`src/rtl/can_rx_packer.sv`:
```
// Packs a CAN RX byte stream into frames of 1..8 bytes and queues them in a small
// first-word-fall-through FIFO. Oversized frames and frames arriving while the FIFO is full are counted as drops.
module can_rx_packer #(
  parameter int DEPTH_LOG2 = 2,
  parameter int CNT_W      = 16
) (
  input  logic             rstn,
  input  logic             clk,
  input  logic             in_valid,
  input  logic             in_last,
  input  logic [7:0]       in_data,
  input  logic [28:0]      in_id,
  input  logic             in_ide,
  output logic             out_valid,
  input  logic             out_ready,
  output logic [63:0]      out_data,
  output logic [3:0]       out_len,
  output logic [28:0]      out_id,
  output logic             out_ide,
  output logic [CNT_W-1:0] drop_cnt,
  output logic             err_ovf
);

  localparam int DEPTH = 1 << DEPTH_LOG2;

  typedef enum logic [1:0] {IDLE, COLLECT, DISCARD} state_t;

  state_t      state, state_nxt;
  logic [3:0]  count, count_nxt;
  logic [63:0] asm_data, asm_data_nxt;
  logic [28:0] asm_id, asm_id_nxt;
  logic        asm_ide, asm_ide_nxt;

  logic        commit, ovf;
  logic [63:0] commit_data;
  logic [3:0]  commit_len;
  logic [28:0] commit_id;
  logic        commit_ide;
  logic [63:0] byte_at_slot;

  // The assembly register is cleared at frame start, so ORing in the new byte fills slot[count].
  assign byte_at_slot = {in_data, 56'b0} >> {count[2:0], 3'b000};

  // NOTE: every signal driven here gets a default first, so no path leaves it unassigned and no latch is inferred.
  always_comb begin
    state_nxt    = state;
    count_nxt    = count;
    asm_data_nxt = asm_data;
    asm_id_nxt   = asm_id;
    asm_ide_nxt  = asm_ide;
    commit       = 1'b0;
    ovf          = 1'b0;
    commit_data  = asm_data | byte_at_slot;
    commit_len   = count + 4'd1;
    commit_id    = asm_id;
    commit_ide   = asm_ide;
    unique case (state)
      IDLE: begin
        if (in_valid) begin
          commit_data = {in_data, 56'b0};
          commit_len  = 4'd1;
          commit_id   = in_id;
          commit_ide  = in_ide;
          if (in_last) begin
            commit = 1'b1;
          end else begin
            asm_data_nxt = {in_data, 56'b0};
            asm_id_nxt   = in_id;
            asm_ide_nxt  = in_ide;
            count_nxt    = 4'd1;
            state_nxt    = COLLECT;
          end
        end
      end
      COLLECT: begin
        if (in_valid) begin
          if (count == 4'd8) begin
            ovf       = 1'b1;
            count_nxt = 4'd0;
            state_nxt = in_last ? IDLE : DISCARD;
          end else begin
            asm_data_nxt = commit_data;
            count_nxt    = count + 4'd1;
            if (in_last) begin
              commit    = 1'b1;
              count_nxt = 4'd0;
              state_nxt = IDLE;
            end
          end
        end
      end
      DISCARD: begin
        if (in_valid && in_last) state_nxt = IDLE;
      end
      default: state_nxt = IDLE;
    endcase
  end

  // Frame FIFO: one extra pointer bit distinguishes full from empty.
  logic [DEPTH_LOG2:0] wr_ptr, rd_ptr;
  logic                full, empty, pop, push, drop_inc;

  logic [63:0] mem_data [DEPTH];
  logic [3:0]  mem_len  [DEPTH];
  logic [28:0] mem_id   [DEPTH];
  logic        mem_ide  [DEPTH];

  assign empty    = (wr_ptr == rd_ptr);
  assign full     = (wr_ptr[DEPTH_LOG2] != rd_ptr[DEPTH_LOG2]) &&
                    (wr_ptr[DEPTH_LOG2-1:0] == rd_ptr[DEPTH_LOG2-1:0]);
  assign out_valid = ~empty;
  assign pop      = out_valid & out_ready;
  assign push     = commit & (~full | pop);
  assign drop_inc = ovf | (commit & ~push);

  assign out_data = mem_data[rd_ptr[DEPTH_LOG2-1:0]];
  assign out_len  = mem_len[rd_ptr[DEPTH_LOG2-1:0]];
  assign out_id   = mem_id[rd_ptr[DEPTH_LOG2-1:0]];
  assign out_ide  = mem_ide[rd_ptr[DEPTH_LOG2-1:0]];

  // NOTE: state uses non-blocking assignments so every register samples pre-edge values, independent of block order.
  always_ff @(posedge clk or negedge rstn) begin
    if (!rstn) begin
      state    <= IDLE;
      count    <= 4'd0;
      asm_data <= 64'd0;
      asm_id   <= 29'd0;
      asm_ide  <= 1'b0;
      wr_ptr   <= '0;
      rd_ptr   <= '0;
      drop_cnt <= '0;
      err_ovf  <= 1'b0;
    end else begin
      state    <= state_nxt;
      count    <= count_nxt;
      asm_data <= asm_data_nxt;
      asm_id   <= asm_id_nxt;
      asm_ide  <= asm_ide_nxt;
      err_ovf  <= ovf;
      if (push) wr_ptr <= wr_ptr + 1'b1;
      if (pop)  rd_ptr <= rd_ptr + 1'b1;
      if (drop_inc && (drop_cnt != {CNT_W{1'b1}})) drop_cnt <= drop_cnt + 1'b1;
    end
  end

  // NOTE: frame storage has no reset; its contents only matter behind out_valid, which the pointers already clear.
  always_ff @(posedge clk) begin
    if (push) begin
      mem_data[wr_ptr[DEPTH_LOG2-1:0]] <= commit_data;
      mem_len[wr_ptr[DEPTH_LOG2-1:0]]  <= commit_len;
      mem_id[wr_ptr[DEPTH_LOG2-1:0]]   <= commit_id;
      mem_ide[wr_ptr[DEPTH_LOG2-1:0]]  <= commit_ide;
    end
  end

endmodule

```
`config.mk`:
```
export PLATFORM = sky130hd
export DESIGN_NAME = can_rx_packer
export DESIGN_NICKNAME = d
export VERILOG_FILES = /design/src/rtl/can_rx_packer.sv
export SDC_FILE = /design/constraint.sdc
export NUM_CORES = 1
export LEC_CHECK = 0
export BUFFER_PORTS_ARGS = -buffer_cell sky130_fd_sc_hd__buf_4
export CAP_MARGIN = 20
export CORE_MARGIN = 2
export CORE_UTILIZATION = 60
export DETAILED_ROUTE_END_ITERATION = 6
export GPL_ROUTABILITY_DRIVEN = 0
export PLACE_DENSITY = 0.8
export SYNTH_ARGS = -nofsm -noshare
export SYNTH_HDL_FRONTEND = slang
export SYNTH_SLANG_ARGS = --single-unit
```
`constraint.sdc`:
```
create_clock -name clk -period 6.3 [get_ports clk]
set_input_delay 0.315 -clock clk [delete_from_list [all_inputs] [get_ports clk]]
set_output_delay 0.315 -clock clk [all_outputs]
set_load 0.02 [all_outputs]
```
# ---- Word level (Yosys, flattened, before mapping)
# Memories as Yosys holds them, arrays and structs flattened.
# Cells that the tools add are included.
dict set report word_totals {
  word_cells 87
  mem_count 4
  inputBits 43
  ramBits 392
  ff_bits 123
  output_inout_bits 116
}
dict set report op_classes {
  shifts 1
  mux 37
  add_sub_neg 4
  eq_ne 13
  bitwise_logic 10
  reduce_logical 9
}
# memory words word_bits rd rd_ports_with_merged_regs write_ports line_no
set memory_table {}
lappend memory_table {mem_data 4 64 1 0 1 103} ;# logic [63:0] mem_data [DEPTH];
lappend memory_table {mem_id 4 29 1 0 1 105} ;# logic [28:0] mem_id [DEPTH];
lappend memory_table {mem_len 4 4 1 0 1 104} ;# logic [3:0] mem_len [DEPTH];
lappend memory_table {mem_ide 4 1 1 0 1 106} ;# logic mem_ide [DEPTH];
# operator count
set op_table {}
lappend op_table {{$mux W64} 6}
lappend op_table {{$pmux W64 S2} 1}
lappend op_table {{$or A64 B64 Y64} 1}
lappend op_table {{$shr A64 B6 Y64} 1}
lappend op_table {{$mux W29} 2}
lappend op_table {{$mux W4} 7}
lappend op_table {{$add A16 B1 Y16 const B} 1}
lappend op_table {{$ne A16 B16 Y1 const B} 1}
lappend op_table {{$mux W2} 7}
lappend op_table {{$mux W1} 11}
lappend op_table {{$ne A2 B2 Y1 const B} 5}
lappend op_table {{$reduce_and A5 Y1} 2}
lappend op_table {{$pmux W4 S2} 1}
lappend op_table {{$add A3 B1 Y3 const B} 2}
lappend op_table {{$pmux W2 S3} 1}
lappend op_table {{$add A4 B1 Y4 const B} 1}
lappend op_table {{$eq A4 B4 Y1 const B} 1}
lappend op_table {{$not A1 Y1} 4}
lappend op_table {{$reduce_and A4 Y1} 1}
lappend op_table {{$and A1 B1 Y1} 3}
lappend op_table {{$eq A3 B3 Y1} 1}
lappend op_table {{$logic_and A1 B1 Y1} 3}
lappend op_table {{$ne A3 B3 Y1 const B} 1}
lappend op_table {{$reduce_and A3 Y1} 1}
lappend op_table {{8 further kinds} 9}

# ---- Depth between registers and ports, before layout
# Gate-level depths: netlist of run 1.
dict set report logic_depth {
  depth_word 9
  ltp_mapped 9
  mapped_depth_nobuf 7
}

# ---- Worst setup path before layout of run 1
# OpenSTA, ideal clock, no wires.
dict set report synth_timing {
  kind {flip-flop to flip-flop}
  start {register count[0]}
  end {memory mem_data[3][0] (enable)}
  arrival_time_ns 4.292
  slack_ns 1.539
  synth_period_minus_slack_ns 4.761
  path_stages_with_launch 9
  required_time_ns 5.831
  setup_ns 0.469
  path_buffers 2
  cell_sequence {dfrtp_1 > clkbuf_1 > inv_1 > ha_1 > and3b_1 > clkbuf_1 > and2_4 > a2111oi_4 > and2_1}
}
dict set report synth_between {
  elab_chain_len 7
}
# item line_no
set synth_lines {}
lappend synth_lines {{from (decl)} 29} ;# logic [3:0] count, count_nxt;
lappend synth_lines {{from (signal assigned)} 135} ;# count <= count_nxt;
lappend synth_lines {{$eq A4 B4 Y1} 77} ;# if (count == 4'd8) begin
lappend synth_lines {{$mux W1} 77}
lappend synth_lines {{$mux W1} 76} ;# if (in_valid) begin
lappend synth_lines {{$pmux W1 S2} 57} ;# unique case (state)
lappend synth_lines {{$and A1 B1 Y1} 113} ;# assign push = commit & (~full | pop);
lappend synth_lines {{$mux W1} 148} ;# if (push) begin
lappend synth_lines {{$mux W1 (not written as such)} 149} ;# mem_data[wr_ptr[DEPTH_LOG2-1:0]] <= commit_data;
lappend synth_lines {{to (decl)} 103}
# Every way passes these cells.

# ---- Worst setup path in the final report of run 1
dict set report layout_timing {
  start {register count[0]}
  end {memory mem_data[1][50] (enable)}
}
# The elaborated chain is that of the path after synthesis.

==> metrics.md, run 1 <==
| Metric | Value |
|---|---|
| Vias | `11591` |
| Synthesis Warnings | `0` |
| Pwr/cell area | `422 nW/um^2` |
| Relative slew margins | `between 20% and 30%` |
| CTS max path bufs | `3` |
| Distinct cells, synth | `40` |
| Largest stage delay, worst path | `0.81 ns` |
| Fmax | `273 MHz` |
| Final worst slack | `about 2.6 ns` |
| Worst-path cell chain | `inv_1, ha_1, and3b_1, and2_4, a2111oi_4, and2_4, buf_4` |
| Final Instance Area | `23600 sq um` |
| Fin. Hold Viols | `0` |
| FP Rows | `67` |
| Critical Path Start Type | `register` |
| Critical path's top delay family | `simple AND/OR/NAND/NOR gates` |
| Worst Setup Path Type | `register to register` |
| Clk sinks | `515` |
| Non-filler cells, final | `around 1900` |
| Slew @ Worst Pin | `roughly 1.1 ns` |
| Seq cells post-synth | `515` |
| Syn nets | `1313` |
| Largest cells by area after synthesis | `edfxtp_1 (58%), dfrtp_1 (15%), mux4_2 (11%)` |
| TritonCTS clock tree | `done` |
| Max Clock Skew | `0.0221 ns` |
| Worst Path Max Fanout | `54` |
| DRC viols | `0` |
| Port-buffer cells | `158` |
| DR WL/cell | `21.9 microns` |
| Dpl ws | `around 2.7 ns` |
| Run status | `finished clean` |
| GRT Util Overall | `~25%` |
| Vias per cell | `5.99` |
| Period minus WS final | `between 3 and 4 ns` |
| Total Power | `approximately 10 mW` |
| Placed Instance Area | `21800 sq um` |
| Hold Crit Depth | `3` |
| Post-synth EDFFs | `392` |
| P&R area growth vs syn | `17.1%` |
| Crit. End Element | `register` |
| Pre-antenna DRT Iters | `5` |
| Chip width | `187 microns` |
| Global-route wire length before repair | `66700 microns` |
| Final HPWL DP | `between 20000 and 25000 microns` |
| Lkg Pwr | `9.07 nW` |
| R2R cell count | `7` |
| Initial antenna violation count | `0` |
| Worst-path clk slew | `0.07 ns` |
| I/O pin count | `roughly 160` |
| CP Data Arrival Time | `3.87 ns` |
| CP Data Required Time | `6.51 ns` |
| Pin count of the biggest net entering global routing | `87` |
| DR iter-0 viols | `1321` |
| Antenna diodes | `0` |
| Cell accounting for the most synthesized area | `edfxtp_1` |
| GRT Residual Overflow | `0` |
| Final setup violating endpoints | `0` |
| Routed Antenna Nets | `0` |
| Hold Slack | `about 0.011 ns` |
| Worst-Skew Late Latency | `0.55 ns` |
| Slew Limit Fails | `0` |
| Die Area | `35100 sq um` |
| Max IR drop VDD | `0.000209 V` |
| Top_reg_cell synth | `edfxtp_1` |
| Vias in the first global route | `approximately 12000` |
| Fill cells | `2058` |
| Register area share after synthesis | `73.7%` |
| Synth Instances | `between 1000 and 1500` |
| Unrepaired setup endpoints after global routing | `false` |
| Post-Syn Area per Cell | `16.0 sq um` |
| Yosys top cell area share | `about three fifths` |
| Number of gates on the worst path with buffers counted | `7` |
| Placeable core area | `33300 sq um` |
| Placed cells | `1812` |
| Final worst path period share | `58.1%` |
| Max-cap viol count | `0` |
| Cell mode on critical path | `and2_4` |
| Starting Density | `60.5%` |
| Final design utilization | `a little under three quarters` |
| Slowest stage cell, crit path | `and2_4` |
| Max H-tree Level | `2` |
| Asr flop ratio synth | `23.9%` |
| Vert. Die Dim | `roughly 190 microns` |
| Min-Delay Path Class | `input pin to register` |
| Drt total wl | `42400 microns` |
| Setup TNS | `0 ns` |
| Worst Path Buf+Inv | `2` |
| Share of cells above drive strength 1 | `around 24%` |
| Cell Area, Synth | `20100 sq um` |
| Total CTS buffers | `a little under 50` |
| Clock root cell | `clkbuf_16` |
| Nets | `1499` |
layout make-up:
cell class	count	area (sq um)	share of cell area [%]
clock buffer	75	1410	5.96
clock inverter	16	83.8	0.355
inverter	9	33.8	0.143
multi-input combinational	666	5000	21.2
sequential	515	14900	63.0
tap	448	561	2.38
timing repair buffer	207	1650	6.99
final timing paths:
check                           slack, ns                        end                    from
worst min register to register       0.47     asm_id[24]$_DFFE_PN0P_  asm_id[24]$_DFFE_PN0P_
worst min-delay path                 0.01     asm_id[25]$_DFFE_PN0P_               in_id[25]
min in group asynchronous            0.34      asm_id[6]$_DFFE_PN0P_                    rstn
worst max register to register       2.64  mem_data[1][50]$_DFFE_PP_    count[0]$_DFFE_PN0P_
max in group asynchronous            4.89      rd_ptr[0]$_DFFE_PN0P_                    rstn
worst max-delay path                 2.64  mem_data[1][50]$_DFFE_PP_    count[0]$_DFFE_PN0P_
worst min-delay path: stages:
cell,delay [ns]
buf_4,0.09
nand2_1,0.05
nand2_1,0.06
flip-flops by register name, indices dropped and copies added, names as in the netlist:
register  count
asm_id       29
drop_cnt     16
mem_data    256
rd_ptr        3
mem_len      16
asm_data     64
wr_ptr        3
count         4
mem_ide       4
asm_ide       1
mem_id      116
err_ovf       1
state         2
power breakdown:
| part | internal, mW | switching [mW] |
|---|---|---|
| Combinational | 1.27 | 1.61 |
| Clock | 1.54 | 1.18 |
| Sequential | 4.14 | 0.232 |
| Total | 6.94 | 3.02 |
per-layer routing:
layer  GRT usage (%)  routed length, microns  up-vias
met5               0                       0        -
met4            7.30                     905        0
met3            4.17                    3800       75
met2            40.2                   21100      559
met1            34.7                   16600     5872
li1                -                       -     5085
cell families after synthesis:
group | after synthesis | share of synthesized area, %
buf+inv | 81 | 1.58
mux | 102 | 11.2
fa+ha+maj | 8 | 0.497
compound gates | 149 | 4.25
simple gates | 387 | 7.91
xor+xnor | 20 | 0.870
flops | 515 | 73.7
layout by cell type (no fill, tap or decap), types with 2 or more instances in the layout:
master	count
nor3_1	11
nand3_1	9
and2_4	5
nand2b_1	2
o31ai_1	2
edfxtp_1	392
mux2_2	4
xor2_1	12
inv_1	9
nor4_2	2
nor2_4	2
clkinv_1	6
clkbuf_4	2
nand3b_1	3
nor4_1	3
dlygate4sd3_1	30
nand4_1	4
a31oi_1	4
ha_1	8
o21ai_0	5
and3_1	3
nor2_1	133
nor2b_1	2
clkinv_4	2
and3b_1	2
buf_4	174
nand2_1	200
clkbuf_8	4
dfrtp_1	121
clkbuf_16	51
dfrtp_4	2
a21oi_1	117
clkbuf_1	20
mux4_2	98
clkinv_2	7
xnor2_1	8
a22o_1	16
timing repair:
action | in CTS | in global routing
setup buffers | 0 | 0
hold buffers | 30 | 0
hold endpoints to repair | 77 | 0
gates resized for setup | 0 | 0
synth_stat cells, types with 2 or more instances:
| cell | count |
|---|---|
| a22o_1 | 16 |
| nor4_2 | 2 |
| a21oi_1 | 117 |
| xnor2_1 | 8 |
| ha_1 | 8 |
| dfrtp_1 | 123 |
| a31oi_1 | 4 |
| nor4_1 | 3 |
| o31ai_1 | 2 |
| nor2b_1 | 2 |
| mux4_2 | 98 |
| nand4_1 | 4 |
| xor2_1 | 12 |
| nand3_1 | 9 |
| inv_1 | 9 |
| nand2b_1 | 3 |
| and3b_1 | 2 |
| nor3_1 | 11 |
| nand2_1 | 200 |
| nor2_1 | 135 |
| o21ai_0 | 5 |
| and2_1 | 4 |
| mux2_2 | 4 |
| buf_1 | 10 |
| edfxtp_1 | 392 |
| clkbuf_1 | 50 |
| nand3b_1 | 3 |
| buf_2 | 12 |
| and3_1 | 3 |
No activity file was read; power rests on OpenSTA's default activity.
==> run 2: changes to the inputs <==
- clock period: 6.3 -> 3.7 ns (I/O delays scaled with it)
==> metrics.md, run 2 (same netlist as run 1, synthesis figures left out) <==
| Metric | Value |
|---|---|
| Global-route wire length before repair | `68700 microns (+2.9%)` |
| DRC viols | `0 (unchanged)` |
| DR iter-0 viols | `1161 (-12%)` |
| Vias in the first global route | `12010 (+1.3%)` |
| Starting Density | `60.5% (unchanged)` |
| Max reg flops | `256 (unchanged)` |
| Max IR drop VDD | `0.000664 V (+220%)` |
| Worst Setup Path Type | `register to register` |
| Slew @ Worst Pin | `1.08 ns (-0.0439 ns)` |
| CP Data Arrival Time | `3.44 ns (-0.43 ns)` |
| I/O pin count | `159 (unchanged)` |
| Slowest stage cell, crit path | `dfrtp_1` |
| Max Clock Skew | `0.0108 ns (-0.0114 ns)` |
| Most frequent cells in the layout | `edfxtp_1 (392), nand2_1 (200), buf_4 (167), nor2_1 (133), dfrtp_1 (121)` |
| Placeable core area | `33300 sq um (unchanged)` |
| Clock root cell | `clkbuf_16` |
| Final worst path period share | `87.1% (+29 points)` |
| GRT Residual Overflow | `0 (unchanged)` |
| TritonCTS clock tree | `done` |
| Vias per cell | `6.02 (+0.48%)` |
| Port-buffer cells | `158 (unchanged)` |
| P&R area growth vs syn | `18.7%` |
| Slew Limit Fails | `0 (unchanged)` |
| Share of cells above drive strength 1 | `24.9% (+0.74 points)` |
| Nets | `1503 (+0.27%)` |
| Final setup violating endpoints | `0 (unchanged)` |
| Lkg Pwr | `9.20 nW (+1.4%)` |
| DR WL/cell | `22.4 microns (+2.6%)` |
| Initial antenna violation count | `1 (+1)` |
| Clk sinks | `515 (unchanged)` |
| Fin. Hold Viols | `0 (unchanged)` |
| Worst-Skew Late Latency | `0.55 ns (about the same)` |
| Total CTS buffers | `49 (unchanged)` |
| Pwr/cell area | `732 nW/um^2 (+73%)` |
| Worst-path cell chain | `inv_1, ha_1, and3b_1, and2_4, a2111oi_4, and2_4, buf_12` |
| Run status | `finished clean` |
| Period minus WS final | `3.22 ns (-0.436 ns)` |
| GRT Util Overall | `25.5% (+0.98 points)` |
| Placed cells | `1815 (+0.17%)` |
| Vias | `11677 (+0.74%)` |
| Vert. Die Dim | `187 microns (unchanged)` |
| Largest stage delay, worst path | `0.56 ns (-0.25 ns)` |
| CTS max path bufs | `3 (unchanged)` |
| Drt total wl | `43600 microns (+2.8%)` |
| Final HPWL DP | `24600 microns (-1.2%)` |
| Pin count of the biggest net entering global routing | `101 (+16%)` |
| Worst-path clk slew | `0.06 ns (about the same)` |
| FP Rows | `67 (unchanged)` |
| Max-cap viol count | `0 (unchanged)` |
| Min-Delay Path Class | `input pin to register` |
| CTS Hold Bufs | `34 (+13%)` |
| Critical Path Start Type | `register` |
| Commonest non-fill, non-tap cell in the layout | `edfxtp_1` |
| Max H-tree Level | `2 (unchanged)` |
| CTS resizes | `0 (unchanged)` |
| Fmax | `310 MHz (+14%)` |
| Non-filler cells, final | `1941 (+0.26%)` |
| Relative slew margins | `27.7% (+3.5 points)` |
| Cell mode on critical path | `and2_4` |
| Fill cells | `2051 (-0.34%)` |
| Routed Antenna Nets | `0 (unchanged)` |
| Setup repair bufs after CTS | `0 (unchanged)` |
| CP Data Required Time | `3.92 ns (-2.59 ns)` |
| Pre-antenna DRT Iters | `5 (unchanged)` |
| Worst Path Max Fanout | `47 (-13%)` |
| Chip width | `187 microns (unchanged)` |
| Unrepaired setup endpoints after global routing | `false` |
| Crit. End Element | `register` |
| Setup TNS | `0 ns (unchanged)` |
| Die Area | `35100 sq um (unchanged)` |
run 2: critical path, delay by kind of cell (launching register included):
kind	cells	cell delay (ns)
compound gates	1	0.55
fa+ha+maj	1	0.26
buf+inv	2	0.52
flops	1	0.56
simple gates	3	0.96
run 2: path summary, 6_finish.rpt:
path	start	end	slack, ns	cells past startpoint
hold reg to reg	state[1]$_DFFE_PN0P_	state[0]$_DFFE_PN0P_	0.47	1
setup / recovery	count[0]$_DFFE_PN0P_	mem_data[0][54]$_DFFE_PP_	0.48	7
max in group asynchronous	rstn	rd_ptr[0]$_DFFE_PN0P_	2.53	3
hold / removal	in_data[4]	asm_data[44]$_DFFE_PN0P_	0.06	3
min in group asynchronous	rstn	asm_id[13]$_DFFE_PN0P_	0.29	2
setup reg to reg	count[0]$_DFFE_PN0P_	mem_data[0][54]$_DFFE_PP_	0.48	7
run 2: layout make-up:
type                            instances  area, sq um  area share (%)
Inverter                                9         33.8           0.141
Tap cell                              448          561            2.35
Antenna cell                            1         2.50          0.0105
Sequential cell                       515        14900            62.2
Multi-Input combinational cell        666         5000            20.9
Clock buffer                           68         1370            5.73
Timing Repair Buffer                  211         1790            7.51
Clock inverter                         23          282            1.18
run 2: per-layer routing:
layer  vias up  track usage (%)  part of all wire, %
met5         -                0                    0
met4         0             6.96                  2.3
met3        71             4.48                  8.0
met2       530             42.4                   51
met1      5974             35.7                   39
li1       5102                -                    -
run 2: through the flow:
stage / area (sq um) / hold WS (ns) / setup WS [ns] / total power [mW] / util (%)
2_1_floorplan: 20100 / -0.111 / 0.0205 / 10.6 / -
6_report: 23900 / 0.0564 / 0.477 / 17.5 / 71.8
3_5_place_dp: 21900 / 0.297 / 0.536 / 12.5 / 65.8
3_3_place_gp: 21900 / 0.293 / 0.666 / 12.4 / 65.8
4_1_cts: 23900 / 0.0294 / 0.465 / 17.6 / 71.8
5_1_grt: 23900 / 0.0486 / 0.267 / 18.2 / 71.8
run 2: report_power, final:
group,switching [mW],internal [mW],total (mW)
Clock,2.07,3.02,5.09
Combinational,2.83,2.20,5.04
Sequential,0.316,7.04,7.36
Total,5.22,12.3,17.5
